==> config.mk <==
export PLATFORM = sky130hd
export DESIGN_NAME = ground_manager
export DESIGN_NICKNAME = d
export VERILOG_FILES = /design/src/rtl/ground_pkg.sv /design/src/rtl/ground_lfsr.sv /design/src/rtl/ground_manager.sv
export SDC_FILE = /design/constraint.sdc
export NUM_CORES = 2
export LEC_CHECK = 0
export CORE_UTILIZATION = 35
export DETAILED_ROUTE_END_ITERATION = 8
export HOLD_SLACK_MARGIN = 0.02
export PLACE_DENSITY = 0.58
export SETUP_SLACK_MARGIN = 0.1
export SKIP_LAST_GASP = 1
export SLEW_MARGIN = 30
export SYNTH_ARGS = -nofsm -noshare
export SYNTH_HDL_FRONTEND = slang
export SYNTH_HIERARCHICAL = 1
export SYNTH_SLANG_ARGS = --single-unit
export TNS_END_PERCENT = 20
==> constraint.sdc <==
create_clock -name Clk -period 7.4 [get_ports Clk]
set_clock_uncertainty 0.1 [all_clocks]
set_input_delay 1.11 -clock Clk [delete_from_list [all_inputs] [get_ports Clk]]
set_output_delay 1.11 -clock Clk [all_outputs]
set_load 0.01 [all_outputs]
==> src/rtl/ground_pkg.sv <==
// ground_pkg: shared types and constants for the ground-platform manager.
//   ground_t  : packed platform word {len[9:0], y[8:0], x[9:0]} (29 bits),
//               the same bit order the colour mapper decodes.
//   state_t   : frame-update FSM states.
//   popcount16: number of set bits in a 16-bit slot mask.
package ground_pkg;

  localparam int NUM_SLOTS = 16;
  localparam int SCREEN_W  = 640;

  typedef struct packed {
    logic [9:0] len;
    logic [8:0] y;
    logic [9:0] x;
  } ground_t;

  // y = 511 is below the visible area, so an empty slot never draws.
  localparam ground_t EMPTY_WORD = '{len: 10'd0, y: 9'd511, x: 10'd0};

  typedef enum logic [1:0] {
    IDLE,
    SCROLL,
    SPAWN,
    COMMIT
  } state_t;

  function automatic logic [4:0] popcount16(input logic [15:0] v);
    logic [4:0] c;
    c = 5'd0;
    for (int i = 0; i < 16; i++) begin
      c = c + {4'd0, v[i]};
    end
    return c;
  endfunction

endpackage

==> src/rtl/ground_lfsr.sv <==
// ground_lfsr: 16-bit Fibonacci LFSR, taps 16,14,13,11.
//   Shifts left with the feedback bit entering bit 0, one step per cycle
//   in which step is high.
// Ports:
//   Clk     in   system clock
//   Reset_n in   asynchronous reset, active low (loads SEED)
//   step    in   advance one position
//   value   out  current register contents
module ground_lfsr #(
  parameter logic [15:0] SEED = 16'hACE1
) (
  input  logic        Clk,
  input  logic        Reset_n,
  input  logic        step,
  output logic [15:0] value
);

  logic feedback;

  // Tap positions 16,14,13,11 are bits 15,13,12,10.
  assign feedback = value[15] ^ value[13] ^ value[12] ^ value[10];

  always_ff @(posedge Clk or negedge Reset_n) begin
    if (!Reset_n) begin
      value <= SEED;
    end else if (step) begin
      value <= {value[14:0], feedback};
    end
  end

endmodule

==> src/rtl/ground_manager.sv <==
// ground_manager: owns 16 ground-platform slots. On each accepted frame tick
// it scrolls live platforms left (one slot per cycle), clips/retires platforms
// at the left edge, optionally spawns one new platform at the right edge, and
// then publishes all slots at once so the mapper only ever sees whole frames.
// Ports:
//   Clk          in   system clock
//   Reset_n      in   asynchronous reset, active low
//   vsync        in   frame clock level; rising edge = frame tick
//   run          in   1 = process ticks, 0 = ignore them
//   speed        in   scroll distance per frame in pixels
//   info_ground  out  published platform words [0:15]
//   active_count out  number of valid slots
//   busy         out  high while a frame update is in progress
module ground_manager
  import ground_pkg::*;
#(
  parameter logic [15:0] SEED    = 16'hACE1,
  parameter int          INIT_Y  = 400,
  parameter int          Y_MIN   = 200,
  parameter int          MIN_LEN = 48,
  parameter int          GAP     = 96
) (
  input  logic        Clk,
  input  logic        Reset_n,
  input  logic        vsync,
  input  logic        run,
  input  logic [3:0]  speed,
  output logic [28:0] info_ground [0:15],
  output logic [4:0]  active_count,
  output logic        busy
);

  localparam ground_t INIT_WORD = '{len: 10'(SCREEN_W - 1), y: 9'(INIT_Y), x: 10'd0};

  state_t          state_reg, state_next;
  logic [3:0]      idx_reg;
  logic            vsync_q;
  logic            tick;
  ground_t         work_reg  [NUM_SLOTS];
  ground_t         work_next [NUM_SLOTS];
  logic [15:0]     valid_reg, valid_next;
  logic [10:0]     tail_x_reg;
  logic [15:0]     lfsr_value;

  // Scroll datapath for the slot selected by idx_reg.
  ground_t         cur_word, scrolled_word;
  logic            retire;
  logic [9:0]      speed_ext, clip;
  logic [10:0]     tail_scrolled;

  // Spawn datapath.
  ground_t         new_word;
  logic [3:0]      free_idx;
  logic            free_found;
  logic            gap_ok;
  logic            spawn_fire;
  logic [10:0]     spawn_tail;

  assign tick = vsync & ~vsync_q;
  assign busy = (state_reg != IDLE);

  // ---------------- FSM ----------------
  always_ff @(posedge Clk or negedge Reset_n) begin
    if (!Reset_n) begin
      state_reg <= IDLE;
    end else begin
      state_reg <= state_next;
    end
  end

  always_comb begin
    state_next = state_reg;
    case (state_reg)
      IDLE:    if (tick && run) state_next = SCROLL;
      SCROLL:  if (idx_reg == 4'd15) state_next = SPAWN;
      SPAWN:   state_next = COMMIT;
      COMMIT:  state_next = IDLE;
      default: state_next = IDLE;
    endcase
  end

  // ---------------- scroll ----------------
  assign speed_ext = {6'd0, speed};
  assign cur_word  = work_reg[idx_reg];

  always_comb begin
    scrolled_word = cur_word;
    retire        = 1'b0;
    clip          = 10'd0;
    if (cur_word.x >= speed_ext) begin
      scrolled_word.x = cur_word.x - speed_ext;
    end else begin
      // Part of the platform slides past x = 0: shorten it, pin x at the edge.
      clip = speed_ext - cur_word.x;
      if (cur_word.len <= clip) begin
        retire = 1'b1;
      end else begin
        scrolled_word.len = cur_word.len - clip;
        scrolled_word.x   = 10'd0;
      end
    end
  end

  assign tail_scrolled = (tail_x_reg >= {7'd0, speed}) ? tail_x_reg - {7'd0, speed} : 11'd0;

  // ---------------- spawn ----------------
  always_comb begin
    free_idx   = 4'd0;
    free_found = 1'b0;
    // Descending scan so the lowest free index is the one left standing.
    for (int i = NUM_SLOTS - 1; i >= 0; i--) begin
      if (!valid_reg[i]) begin
        free_idx   = 4'(i);
        free_found = 1'b1;
      end
    end
  end

  assign new_word.x   = 10'(SCREEN_W);
  assign new_word.y   = 9'(Y_MIN) + {1'b0, lfsr_value[15:8]};
  assign new_word.len = 10'(MIN_LEN) + {3'd0, lfsr_value[6:0]};

  assign gap_ok     = ({1'b0, tail_x_reg} + 12'(GAP)) <= 12'(SCREEN_W);
  assign spawn_fire = (state_reg == SPAWN) && gap_ok && free_found;
  assign spawn_tail = 11'(SCREEN_W) + {1'b0, new_word.len};

  ground_lfsr #(
    .SEED (SEED)
  ) u_lfsr (
    .Clk     (Clk),
    .Reset_n (Reset_n),
    .step    (spawn_fire),
    .value   (lfsr_value)
  );

  // ---------------- per-slot next state ----------------
  generate
    for (genvar gi = 0; gi < NUM_SLOTS; gi++) begin : g_slot
      logic scroll_hit;
      logic spawn_hit;
      assign scroll_hit = (state_reg == SCROLL) && (idx_reg == 4'(gi)) && valid_reg[gi];
      assign spawn_hit  = spawn_fire && (free_idx == 4'(gi));
      assign work_next[gi] = spawn_hit  ? new_word :
                             scroll_hit ? (retire ? EMPTY_WORD : scrolled_word) :
                                          work_reg[gi];
      assign valid_next[gi] = spawn_hit  ? 1'b1 :
                              scroll_hit ? ~retire :
                                           valid_reg[gi];
    end
  endgenerate

  // ---------------- working state ----------------
  always_ff @(posedge Clk or negedge Reset_n) begin
    if (!Reset_n) begin
      vsync_q    <= 1'b0;
      idx_reg    <= 4'd0;
      valid_reg  <= 16'h0001;
      tail_x_reg <= 11'(SCREEN_W);
      for (int i = 0; i < NUM_SLOTS; i++) begin
        work_reg[i] <= (i == 0) ? INIT_WORD : EMPTY_WORD;
      end
    end else begin
      vsync_q   <= vsync;
      idx_reg   <= (state_reg == SCROLL) ? idx_reg + 4'd1 : 4'd0;
      valid_reg <= valid_next;
      for (int i = 0; i < NUM_SLOTS; i++) begin
        work_reg[i] <= work_next[i];
      end
      // The tail moves once per frame; doing it on the first scroll cycle
      // keeps it ready well before the spawn decision.
      if ((state_reg == SCROLL) && (idx_reg == 4'd0)) begin
        tail_x_reg <= tail_scrolled;
      end else if (spawn_fire) begin
        tail_x_reg <= spawn_tail;
      end
    end
  end

  // ---------------- published state ----------------
  // Only written in COMMIT so the mapper never sees a half-scrolled frame.
  always_ff @(posedge Clk or negedge Reset_n) begin
    if (!Reset_n) begin
      active_count <= 5'd1;
      for (int i = 0; i < NUM_SLOTS; i++) begin
        info_ground[i] <= (i == 0) ? INIT_WORD : EMPTY_WORD;
      end
    end else if (state_reg == COMMIT) begin
      active_count <= popcount16(valid_reg);
      for (int i = 0; i < NUM_SLOTS; i++) begin
        info_ground[i] <= work_reg[i];
      end
    end
  end

endmodule

==> results.ini <==
[worst_setup_path]
crit_slowest_cell=a31oi_2
crit_path_end_kind=register
worst_ep_required_time_ns=7.92
cpMostUsedCell=o21ai_0
critPathMaxStageDelay_ns=0.84
crit_path_start_kind=register
worstPathCellList=buf_16 -> mux4_2 -> mux4_2 -> ha_1 -> fa_1 -> o21ai_0 -> nand2_1 -> nor2_1 -> xor2_1 -> ha_1 -> o21a_1 -> o21ai_0 -> a21oi_1 -> o41ai_2 -> buf_4 -> a31oi_2 -> o21ai_0 -> mux2_2
cp.arrival_ns=6.53
crit_fanout=32
path_class=register to register

[placed_design]
dp_cells=5401
portBuffers=477
dpl-instance-area_sq_um=51300
dp_hpwl_um=116000
gp_congestion=0.954

[sta]
holdWs_ns=0.203
tns_ns=0
drv_slew=0
rsz0062_at_grt=no
worstMarginPinSlew_ns=1.03
slew_headroom_pct=31.3
hold_viol=0
fmax_mhz=166
min_period_ns=6.02
finalCritPeriodShare_pct=81.3
finalSetupViolCount=0

[clock_tree]
cts_hold_buf=0
cts_setup_buffers=0
htreeDepth=3
clk_latency_ns=0.72
root_buffer=clkbuf_16
post_cts_resized=0
cts_buffer_depth=3
clkSlewWorstSetupHoldPaths_ns=0.06
numCtsBuffers=107
cts_tree=done
cts_sinks=983

[detailed_routing]
drt_iter0_drc=3816
routedWlPerCell_um=29.5
route.met2.wl_um=70800
wl_met3_um=17000
dr.pass1.iters=5
routed_via_density=5.84
postRouteAntennaNets=0
top_layer=met5
drc=0
via_count=32700
drt-met1-wl_um=72000
wl_um=165000

[finish]
final_common_cell=dfrtp_1
synthToLayoutAreaGrowth_pct=23.1
nets=3926
final_layout_size_suffix_gt1_share_pct=32.4
final_cell_mix=dfrtp_1, mux2_2, clkdlybuf4s50_1
finalNonFillerCells=5600
final_area_sq_um=54900

[flow_run]
drv_cap=0

[global_routing]
grt-ovfl-total=0
grt_max_degree=185
grt_pass1_wl_um=239000
antenna_found_initial=11
grt_pass1_vias=31700
grtUsageTotal_pct=25.2

[floorplan]
die_w_um=359
core_area_sq_um=126000
start_util_pct=35.4
num_rows=130
die_area_sq_um=129000
die_h_um=359
io_pins=478

[logic_synthesis]
ys_async_sr_fraction_pct=100
syn_nets=3537
synth_warnings=6
syn-cell-area_sq_um=44600
yosysTopAreaCellShare_pct=38.1
yosysUniqueCellTypes=83
avgSynthCellArea_sq_um=12.8
netlist_top_cells_area=dfrtp_1, dfstp_2, mux2_2
synthCells=3475
synthFlopType=dfrtp_1
synth-seq-cells=983
synth_seq_area_share_pct=56.1
synth_top_cell_by_area=dfrtp_1
synth_edf_count=0

[status]
status=completed

[power_and_ir_drop]
irDropWorstVdd_v=0.000247
p_leak_nw=21.0
total_power_w=0.0220
powerDensity_nw_per_um2=401

[min_path]
hold_class=input port to asynchronous set/reset pin

final cells by class:
| class | instances | area, sq um |
|---|---|---|
| Multi-Input combinational cell | 2125 | 18400 |
| Clock inverter | 32 | 388 |
| Sequential cell | 983 | 25000 |
| Antenna cell | 1 | 2.50 |
| Tap cell | 1650 | 2060 |
| Timing Repair Buffer | 579 | 5730 |
| Clock buffer | 162 | 3080 |
| Inverter | 68 | 255 |
| Fill cell | 11600 | 71000 |
metal layers:
layer  track usage [%]  up-vias
met5                 0        -
met4              8.43        4
met3              6.75      254
met2              36.1     1610
met1              36.7    17100
li1                  -    13700
metrics by stage:
| stage | worst slack [ns] | utilization, % |
|---|---|---|
| finish | 1.38 | 43.6 |
| global route | 1.12 | 43.6 |
| CTS | 1.21 | 43.5 |
| detailed placement | 1.22 | 40.7 |
| global placement | 1.28 | 40.7 |
| floorplan | 0.414 | - |
critical path: cells and delay by family, from the launching register on:
kind	cells	cell delay [ns]
DFF	1	0.66
and+or+nand+nor	2	0.30
adders and majority gates	3	1.01
buffers and inverters	2	0.51
xor gates and xnor gates	1	0.09
muxes	3	1.37
AOI/OAI and AO/OA	7	1.83
synth_stat cells, drive strengths merged, types with 37 or more instances:
cell	number
mux4	138
nand3	234
mux2	505
o22ai	49
and3	37
dfstp	304
o211ai	60
o221ai	70
dfrtp	679
a22oi	84
nor2	71
inv	68
o21ai	320
nand2	175
ha	40
clkbuf	242
buf	57
power breakdown:
group	switching [W]	internal, W	leakage (nW)
Sequential	0.00123	0.00662	9.80
Combinational	0.00519	0.00357	9.48
Clock	0.00230	0.00305	1.69
Total	0.00873	0.0133	21.0
worst paths after layout:
kind,cells after the start,end,start,slack [ns]
setup / recovery,18,work_reg[331],idx_reg[0],1.38
hold / removal,1,info_ground[450],Reset_n,0.20
setup reg to reg,18,work_reg[331],idx_reg[0],1.38
hold reg to reg,2,work_reg[463],work_reg[463],0.40
max in group asynchronous,4,work_reg[121],Reset_n,5.21
min in group Clk,2,work_reg[463],work_reg[463],0.40
kinds of logic (layout without fill, tap and decap cells):
kind of cell             Yosys count  after routing  synth area share, %
buffers and inverters            367            841                 3.29
adder cells (fa/ha/maj)           54             54                 1.75
AO/OA/AOI/OAI                    742            742                 11.0
XOR/XNOR                          32             32                0.629
flip-flops                       983            983                 56.1
other                              0              1                    0
AND/OR/NAND/NOR                  632            632                 6.95
multiplexers                     665            665                 20.3
Power figures use the tool's default switching activity.
